**src/rtl/regfile_write_arbiter.sv**
```systemverilog
// Write-port arbiter for the 4 x 8-bit register file: round-robin among the
// writeback sources, with an optional locked burst that holds the port for one owner.
//
// state     | meaning
// ----------+-----------------------------------------------------------
// ST_ARB    | round-robin search from ptr; a requester granted last cycle is masked
// ST_LOCKED | only the owner is served, up to MAX_BURST grants per burst
module regfile_write_arbiter #(
    parameter int NUM_REQ     = 3,
    parameter int WORD_LENGTH = 8,
    parameter int ADDR_WIDTH  = 2,
    parameter int MAX_BURST   = 4
) (
    input  logic                           clk,
    input  logic                           rst,
    input  logic [NUM_REQ-1:0]             req,
    input  logic [NUM_REQ-1:0]             req_lock,
    input  logic [NUM_REQ*ADDR_WIDTH-1:0]  req_addr,
    input  logic [NUM_REQ*WORD_LENGTH-1:0] req_data,
    output logic [NUM_REQ-1:0]             gnt,
    output logic                           write_reg_en,
    output logic [ADDR_WIDTH-1:0]          write_reg,
    output logic [WORD_LENGTH-1:0]         write_data,
    output logic                           locked
);

    localparam int PTR_W = $clog2(NUM_REQ);

    typedef enum logic {
        ST_ARB    = 1'b0,
        ST_LOCKED = 1'b1
    } state_t;

    state_t                 state_q, state_d;
    logic [PTR_W-1:0]       ptr_q, ptr_d;
    logic [PTR_W-1:0]       owner_q, owner_d;
    logic [3:0]             bcnt_q, bcnt_d;
    logic [NUM_REQ-1:0]     gnt_q, gnt_d;
    logic                   en_q, en_d;
    logic [ADDR_WIDTH-1:0]  wreg_q, wreg_d;
    logic [WORD_LENGTH-1:0] wdata_q, wdata_d;

    logic [NUM_REQ-1:0]     elig;
    logic [PTR_W-1:0]       cand;
    logic                   win_vld;
    logic [PTR_W-1:0]       win_idx;
    logic [PTR_W-1:0]       sel;
    logic                   issue;

    logic [ADDR_WIDTH-1:0]  addr_arr [NUM_REQ];
    logic [WORD_LENGTH-1:0] data_arr [NUM_REQ];

    function automatic logic [PTR_W-1:0] add_mod(input logic [PTR_W-1:0] a,
                                                 input logic [PTR_W-1:0] b);
        logic [PTR_W:0] sum;
        sum = {1'b0, a} + {1'b0, b};
        if (sum >= (PTR_W+1)'(NUM_REQ))
            sum = sum - (PTR_W+1)'(NUM_REQ);
        return sum[PTR_W-1:0];
    endfunction

    always_comb begin
        for (int i = 0; i < NUM_REQ; i++) begin
            addr_arr[i] = req_addr[i*ADDR_WIDTH +: ADDR_WIDTH];
            data_arr[i] = req_data[i*WORD_LENGTH +: WORD_LENGTH];
        end
    end

    // Descending scan so the last hit is the first eligible requester from ptr.
    always_comb begin
        elig    = req & ~gnt_q;
        win_vld = 1'b0;
        win_idx = '0;
        cand    = '0;
        for (int j = NUM_REQ-1; j >= 0; j--) begin
            cand = add_mod(ptr_q, PTR_W'(j));
            if (elig[cand]) begin
                win_vld = 1'b1;
                win_idx = cand;
            end
        end
    end

    always_comb begin
        state_d = state_q;
        ptr_d   = ptr_q;
        owner_d = owner_q;
        bcnt_d  = bcnt_q;
        gnt_d   = '0;
        en_d    = 1'b0;
        wreg_d  = wreg_q;
        wdata_d = wdata_q;
        issue   = 1'b0;
        sel     = win_idx;

        case (state_q)
            ST_ARB: begin
                if (win_vld) begin
                    issue = 1'b1;
                    if (req_lock[win_idx]) begin
                        state_d = ST_LOCKED;
                        owner_d = win_idx;
                        bcnt_d  = 4'd1;
                    end else begin
                        ptr_d = add_mod(win_idx, PTR_W'(1));
                    end
                end
            end
            ST_LOCKED: begin
                sel = owner_q;
                if (req[owner_q] && req_lock[owner_q] && (bcnt_q < 4'(MAX_BURST))) begin
                    issue  = 1'b1;
                    bcnt_d = bcnt_q + 4'd1;
                end else begin
                    // Release costs one idle cycle; the owner drops to lowest priority.
                    state_d = ST_ARB;
                    ptr_d   = add_mod(owner_q, PTR_W'(1));
                    bcnt_d  = 4'd0;
                end
            end
            default: state_d = ST_ARB;
        endcase

        if (issue) begin
            gnt_d[sel] = 1'b1;
            en_d       = 1'b1;
            wreg_d     = addr_arr[sel];
            wdata_d    = data_arr[sel];
        end
    end

    always_ff @(posedge clk or negedge rst) begin
        if (!rst) begin
            state_q <= ST_ARB;
            ptr_q   <= '0;
            owner_q <= '0;
            bcnt_q  <= '0;
            gnt_q   <= '0;
            en_q    <= 1'b0;
            wreg_q  <= '0;
            wdata_q <= '0;
        end else begin
            state_q <= state_d;
            ptr_q   <= ptr_d;
            owner_q <= owner_d;
            bcnt_q  <= bcnt_d;
            gnt_q   <= gnt_d;
            en_q    <= en_d;
            wreg_q  <= wreg_d;
            wdata_q <= wdata_d;
        end
    end

    assign gnt          = gnt_q;
    assign write_reg_en = en_q;
    assign write_reg    = wreg_q;
    assign write_data   = wdata_q;
    assign locked       = (state_q == ST_LOCKED);

endmodule

```
**config.mk**
```make
export PLATFORM = sky130hd
export DESIGN_NAME = regfile_write_arbiter
export DESIGN_NICKNAME = d
export VERILOG_FILES = /design/src/rtl/regfile_write_arbiter.sv
export SDC_FILE = /design/constraint.sdc
export NUM_CORES = 1
export LEC_CHECK = 0
export ABC_CLOCK_PERIOD_IN_PS = 2400
export BUFFER_PORTS_ARGS = -buffer_cell sky130_fd_sc_hd__buf_4
export CORE_MARGIN = 2
export CORE_UTILIZATION = 45
export DETAILED_ROUTE_END_ITERATION = 16
export PLACE_DENSITY_LB_ADDON = 0.15
export SLEW_MARGIN = 30
export SYNTH_ARGS = -nofsm -noshare
export SYNTH_HDL_FRONTEND = slang
export SYNTH_SLANG_ARGS = --single-unit
export TNS_END_PERCENT = 50
```
**constraint.sdc**
```tcl
create_clock -name clk -period 2.4 [get_ports clk]
set_input_delay 0.48 -clock clk [delete_from_list [all_inputs] [get_ports clk]]
set_output_delay 0.48 -clock clk [all_outputs]
set_load 0.05 [all_outputs]
```
== Yosys cells after proc, flatten, opt, wreduce, memory -nomap -nowiden ==
Cells that the tools add are included.
Word-level totals
  bits in registers: 23
  bits in latches: 0
  bits in writable memories: 0
  memory bits (read-only): 0
  output and inout bits: 15
  word-level logic and storage cells: 94
  memories: 0
Cells by class
  $add $sub $neg: 10
  multipliers: 0
  divide/modulo/power cells: 0
  order comparisons: 14
  eq/ne operators: 4
  shift-type cells: 0
  muxes and demuxes: 48
  bitwise gates (word level): 4
  reduce and logical (&&, ||, !) cells: 6
Operator list (number)
  $mux W2: 14
  $lt A2 B3 Y1 const B: 6
  $bmux W8 S2: 1
  $mux W8: 2
  $mux W1: 15
  $bmux W1 S2: 6
  $ge A3 B2 Y1 const B: 4
  $mux W4: 3
  $sub A2 B2 Y2 const B: 5
  $add A2 B1 Y3 const B: 3
  $ne A2 B2 Y1 const B: 4
  $pmux W4 S2: 1
  $reduce_and A3 Y1: 2
  $add A4 B1 Y4 const B: 1
  $bmux W2 S2: 1
  $lt A4 B3 Y1 const B: 1
  $pmux W1 S2: 2
  $pmux W2 S2: 1
  $add A2 B2 Y3 const B: 1
  $and A3 B3 Y3: 1
  $ge A3 B3 Y1 const B: 1
  $logic_and A1 B1 Y1: 3
  $mux W3: 1
  $not A2 Y3: 1
  other kinds (6): 6

== Logic depth before layout (Yosys ltp) ==
Gate-level depths: netlist (run 1).
  depth in word-level cells: 14
  gate-level depth with buffers: 10
  depth with buffers taken out: 8

== Worst setup path before layout (run 1) ==
No wires, ideal clock.
  path kind: reg2reg
  start point: reg ptr_q[0]
  end point: reg ptr_q[0]
  library setup time: 126 ps
  arrival: 2194 ps
  data required time: 2274 ps
  path slack: 80 ps
  stages on the path, launching flop included: 10
  buffers on the path: 1
  clock period less this slack: 2320 ps
  path through: dfrtp_1 inv_1 ha_1 buf_2 and2_1 o21a_1 nor4_1 ha_1 nor4b_1 a311o_1
On the way
  longest elaborated chain between the ends: 14
  elaborated cells on any way between the ends: 35
  classes of those cells: 7 x add/sub; 4 x order compare; 2 x eq/ne; 21 x mux; 1 x reduce/logical
RTL lines
  from (decl): line 35  | logic [PTR_W-1:0] ptr_q, ptr_d;
  from (signal assigned): line 144  | ptr_q <= ptr_d;
  $add A2 B2 Y3: line 56  | sum = {1'b0, a} + {1'b0, b};
  $ge A3 B2 Y1 / $sub A2 B2 Y2 (equally long branches): line 57, 58
  $mux W2: line 57  | if (sum >= (PTR_W+1)'(NUM_REQ))
  $bmux W1 S2: line 77  | if (elig[cand]) begin
  $mux W1 (implied by the code): line 77
  $mux W2 (2 in series): line 77
  $mux W2 *: line 77
  named net win_idx[0]: line 46  | logic [PTR_W-1:0] win_idx;
  $add A2 B1 Y3: line 56
  $ge A3 B2 Y1 / $sub A2 B2 Y2 (equally long branches): line 57, 58
  $mux W2: line 57
  $mux W2: line 100  | if (req_lock[win_idx]) begin
  $mux W2: line 98  | if (win_vld) begin
  $pmux W2 S2: line 96  | case (state_q)
Mark *: on every way through the listed nets, which the timed path passes. The rest lies on a longest branch. The select of a mux whose other input is x is not followed.
A chain may end at the register's enable or synchronous reset.

== Worst setup path after layout (run 1) ==
Ends and elaborated chain as after synthesis.

==> results of run 1 <==
critical path, stage by stage, from the launching register on:
cell and delay (ns):
dfrtp_1 0.40, buf_4 0.14, ha_1 0.20, and2_1 0.17, o21a_1 0.25, nor4_4 0.33
ha_1 0.29, nor4b_2 0.17, a311o_1 0.27
worst max path at each step:
| stage | cells past startpoint | start | endpoint | slack [ns] |
|---|---|---|---|---|
| finish | 8 | ptr_q[0] | ptr_q[0] | 0.07 |
| global route | 8 | ptr_q[0] | owner_q[0] | -0.03 |
| CTS | 9 | ptr_q[0] | ptr_q[0] | 0.008 |
| detailed placement | 9 | ptr_q[0] | ptr_q[1] | -0.0001 |
| global placement | 9 | ptr_q[0] | ptr_q[1] | 0.06 |
| floorplan | 9 | ptr_q[0] | ptr_q[0] | 0.08 |
cells by family after synthesis:
logic type                 after synthesis
DFF                                     23
muxes                                    4
adders and majority gates                6
buffers and inverters                   17
and+or+nand+nor                         46
AOI/OAI and AO/OA                       65
cells in the mapped netlist, types with 2 or more instances:
master,instances
o211ai_1,5
o21ai_0,11
a21oi_1,11
nand2_1,7
dfrtp_1,23
buf_2,6
a31oi_1,2
a2bb2oi_1,10
ha_1,5
nor2b_1,2
o2111ai_1,2
nand3_1,12
and3_1,2
a22o_1,2
clkbuf_1,5
nor3_1,3
mux2i_1,3
and2_1,5
a21o_1,10
nor2_1,3
inv_1,4
nor4b_1,2
nand2b_1,3
nor4_1,2
metrics by stage:
step / hold WS (ns) / setup TNS [ns] / util [%] / instances / area, sq um
global placement: 0.392 / 0 / 59.7 / 255 / 1960
global route: 0.0222 / -0.0972 / 63.6 / 262 / 2090
floorplan: 0.184 / 0 / - / 161 / 1510
finish: 0.0390 / 0 / 63.6 / 262 / 2090
detailed placement: 0.395 / -0.000139 / 59.7 / 255 / 1960
CTS: 0.0447 / 0 / 61.0 / 259 / 2000
final cells by class:
class                           count  share of cell area [%]
Tap cell                           46                    2.76
Inverter                            5                   0.899
Multi-Input combinational cell    121                    44.5
Clock buffer                        4                    1.26
Sequential cell                    23                    27.6
Timing Repair Buffer               63                    23.0
what timing repair did:
action,in CTS,in global routing
hold buffers,0,0
setup endpoints to repair,2,22
gates resized for setup,2,13
buffers inserted,0,3
pin swaps,0,7
routing by layer:
layer / up-vias / routed length [um]
met3: 2 / 282
met5: - / 0
li1: 723 / -
met4: 0 / 19
met2: 54 / 2060
met1: 724 / 1910
power groups by stage:
| stage | Sequential (mW) | Combinational [mW] | Clock (mW) |
|---|---|---|---|
| global route | 0.718 | 2.76 | 0.216 |
| CTS | 0.702 | 2.33 | 0.184 |
| floorplan | 1.12 | 1.27 | 0 |
| global placement | 0.704 | 2.26 | 0 |
| detailed placement | 0.709 | 2.29 | 0 |
| finish | 0.698 | 2.55 | 0.178 |
==> flow_summary.ini, run 1 <==
[clock_network]
clk_latency_ns = 0.31
htree_levels = 1
cts_buffer_depth = 2
cts_root_buffer = clkbuf_4
tritoncts = yes
numCtsBuffers = 3
clkSinkCount = 23
clkTransAtPathRegs_ns = 0.13

[setup_path]
r2r_end = ptr_q[0]
crit_required_ns = 2.60
start_kind = flop
r2r_cells = 8
worstSetupPathType = reg2reg
crit_fanout = 2
r2r_setup_slack_ns = 0.07
rr_startpoint = ptr_q[0]
critPathCaptureType = flop
arrival_ns = 2.53

[floorplan]
core_sq_um = 3280
die_x_um = 62.0
rows = 21
dieHeight_um = 62.0
dieArea_sq_um = 3840
start_util_pct = 46.1
pin_count = 53

[cells_and_area]
synthToLayoutAreaGrowth_pct = 38.0
final_cell_mix = buf_4, dfrtp_1, nand3_1
largest_reg_flops = 8
fillers = 264
final_net_count = 260
drive_above_1_share_pct = 38.0
mostFrequentLayoutCell = buf_4
n_antenna_cell = 0
register_area_sq_um = 576
multi_input_area_sq_um = 930

[global_route]
grt_pass1_vias = 1403
grt_overflow = 0
grt.met1_usage_pct = 34.7
gr-usage-met3_pct = 5.38
met2_usage_pct = 34.5
grt_max_degree = 24
antenna_found_initial = 0
grt_pass1_wl_mm = 6.67
top_usage_layer = met1
grt.total_usage_pct = 23.6

[sta]
setup_violations = 0
hold_viol = 0
max_slew_margin_pct = 64.5
maxSlewViolCount = 0
fmax_mhz = 430
skew_ns = 0.00485
worst_slack_ns = 0.0747
rsz0062_at_grt = yes
period_share_pct = 96.9
tightest_slew_ns = 0.525
fin_crit_ns = 2.33

[yosys]
synth_area_leader_cell = dfrtp_1
synthFlopType = dfrtp_1
synth_compound_area_share_pct = 32.1
synth_top_family_by_area = compound AO/OA/AOI/OAI gates
synth-xor-area-share_pct = 0
yosysSeqAreaShare_pct = 38.0
synth_cells = 161
yosys.area_share.adder_pct = 4.80
synth_area_leaders = dfrtp_1, a2bb2oi_1, a21o_1, ha_1, nand3_1
synth-edff-count = 0
yosys.area.top_type_share_pct = 38.0
yosys.area_share.simple_pct = 17.1
syn_area_per_cell_sq_um = 9.40
synthMuxAreaShare_pct = 2.73
ys_seq_elements = 23
postSynth.asyncResetShare_pct = 100
synth_cell_types = 45
syn-cell-area_sq_um = 1510
ys_warn_count = 0
synth_fp_nets = 204

[power_and_ir_drop]
irDropWorstVdd_mv = 0.848
power.leakage_nw = 0.974
clkPwrFrac_pct = 5.2
pwr-share-seq_pct = 20.4
p_comb_share_pct = 74.4
p_sw_share_pct = 50.5
power_density_nw_per_um2 = 1640
internal_power_mw = 1.69
p_sw_mw = 1.73
power.total_mw = 3.42

[route]
vias_per_cell = 5.74
drcViolationCount = 0
dr.pass1.iters = 5
routed_wl_mm = 4.27
ant_nets = 0
drt_iter0_markers = 95
wl_per_cell_um = 16.3
vias = 1503

[place]
gp_congestion = 0.870
place_ws_ns = -0.000139
dp_hpwl_mm = 3.07
portBuffers = 52

[outcome]
status = completed

[worst_hold_path]
hold_path.class = in2async

[run]
drv_cap = 0
Note: power is estimated with default switching activity, not from simulation.
==> run 2, diff against run 1 <==
ABC_AREA = 1   (was unset)
CORE_UTILIZATION = 46   (was 45)
==> run 2 against run 1 <==
  * Utilization fell by 1.9 points
  * Synthesized cell count rose by 50%
  * Flip-flop and latch count did not move
  * Global-route usage fell by 2.6 points
  * Critical path depth rose by 6
  * Final area barely moved
  * Critical path type unchanged
==> flow_summary.ini, run 2 <==
[route]
drcViolationCount = 0
met2WireLength_mm = 1.82
wl_met1_mm = 1.94
vias_per_cell = 4.76
ant_nets = 0
routed.top_layer = met4
routed_wl_mm = 3.88
wl_met3_um = 109
dr.pass1.iters = 4
drt_iter0_markers = 94
wl_per_cell_um = 11.4
vias = 1624

[yosys]
synthTopCellsByCount = nand2_1, nand3_1, dfrtp_1
yosys.area_share.simple_pct = 50.7
synth_area_leaders = dfrtp_1, nand2_1, nand3_1, inv_1, ha_1
synth-edff-count = 0
syn-cell-area_sq_um = 1640
postSynth.asyncResetShare_pct = 100
ys_seq_elements = 23
yosys.area_share.adder_pct = 3.82
yosys.area.top_type_share_pct = 35.1
synth_area_leader_cell = dfrtp_1
synth.most_common_cell = nand2_1
synth_top_family_by_area = simple AND/OR/NAND/NOR gates
yosysSeqAreaShare_pct = 35.1
synth-xor-area-share_pct = 0
syn_area_per_cell_sq_um = 6.77
synth_fp_nets = 285
synthMuxAreaShare_pct = 0
synth_compound_area_share_pct = 1.98
ys_warn_count = 0
synth_cells = 242
synthFlopType = dfrtp_1
synth_cell_types = 22

[cells_and_area]
final_cell_mix = nand2_1, buf_4, nand3_1
n_antenna_cell = 0
synthToLayoutAreaGrowth_pct = 27.5
largest_reg_flops = 8
final_net_count = 339
mostFrequentLayoutCell = nand2_1
drive_above_1_share_pct = 27.1
final_area_sq_um = 2090

[place]
portBuffers = 52
gp_congestion = 0.914
dp_hpwl_mm = 3.03
dpl_cell_area_sq_um = 2060

[setup_path]
start_kind = flop
crit_chain = inv_1, ha_1, inv_2, nand2_1, nand3_1, nand3_1, nand2_2, nand3_4, nand2_4, nor2_4, nand2_1, nand2_1, nand2_1, nand2_1
rr_startpoint = ptr_q[0]
critical-path-top-delay-family = simple AND/OR/NAND/NOR gates
path_common_cell = nand2_1
worstSetupPathType = reg2reg
crit_required_ns = 2.61
r2r_cells = 14
cpPeakStageDelay_ns = 0.40
path_buf_inv = 2
arrival_ns = 2.28
cp-startpoint = ptr_q[0]
slowest_stage = dfrtp_1
worstSetupPathDepth = 14
crit_fanout = 14
critPathCaptureType = flop

[sta]
maxSlewViolCount = 0
skew_ns = 0.00666
max_slew_margin_pct = 80.3
rsz0062_at_grt = no
fin_crit_ns = 2.08
whs_ns = 0.0388
fmax_mhz = 481
hold_viol = 0
tightest_slew_ns = 0.295
period_share_pct = 86.5
setup_violations = 0
tns_ns = 0

[floorplan]
dieArea_sq_um = 4060
start_util_pct = 48.4
core_sq_um = 3390
pin_count = 53
die_x_um = 63.7
dieHeight_um = 63.7
rows = 21

[clock_network]
clk_latency_ns = 0.31
cts_setup_buffers = 0
clkSinkCount = 23
tritoncts = yes
cts_root_buffer = clkbuf_4
clkTransAtPathRegs_ns = 0.13
cts_hold_buf = 0
numCtsBuffers = 3
cts_buffer_depth = 2
cts_resized = 0
htree_levels = 1

[global_route]
grt_max_degree = 24
grt_pass1_wl_mm = 6.83
grt.total_usage_pct = 20.9
grt_overflow = 0
grt_pass1_vias = 1522
antenna_found_initial = 0

[run]
drv_cap = 0

[outcome]
status = completed

[worst_hold_path]
hold_path.class = in2async
## run 2: changes by cell type after synthesis, moves of 5 or more
cell / change
nand2_1: +93
nand3_1: +21
inv_1: +17
a21o_1: -10
a2bb2oi_1: -10
nor2_1: +10
a21oi_1: -9
o21ai_0: -8
and2_1: -5
clkbuf_1: -5
nand3_2: +5
nand4_1: +5
o211ai_1: -5
## run 2: logic make-up after synthesis
logic type,after synthesis
adders and majority gates,5
DFF,23
and+or+nand+nor,177
buffers and inverters,31
AOI/OAI and AO/OA,6
## run 2: worst paths after layout
| kind | end | slack, ns |
|---|---|---|
| setup / recovery | write_data[7] | 0.32 |
| hold / removal | ptr_q[1] | 0.04 |
| min in group clk | write_reg[1] | 0.46 |
| setup reg to reg | write_data[7] | 0.32 |
| hold reg to reg | bcnt_q[1] | 0.50 |
| max in group asynchronous | write_data[5] | 2.13 |
## run 2: cell type report
cell class | count | area (sq um)
clock inverter | 1 | 5.00
tap | 46 | 57.6
timing repair buffer | 54 | 405
clock buffer | 3 | 22.5
multi-input combinational | 188 | 926
sequential | 23 | 576
inverter | 26 | 97.6
fill | 334 | 1300
## run 2: metal layers
layer,up-vias,GRT usage (%)
li1,874,-
met1,721,29.9
met2,27,33.8
met3,2,2.32
met4,0,5.16
met5,-,0
## run 2: through the flow
| stage | setup WS [ns] | util, % | instances |
|---|---|---|---|
| detailed placement | 0.363 | 60.8 | 337 |
| global route | 0.0929 | 61.6 | 341 |
| global placement | 0.364 | 60.8 | 337 |
| finish | 0.323 | 61.6 | 341 |
| floorplan | 0.486 | - | 242 |
| CTS | 0.331 | 61.6 | 341 |
Power of run 2 is not shown: default switching activity piles up to over one toggle a cycle in this logic, so the estimate is an artifact.
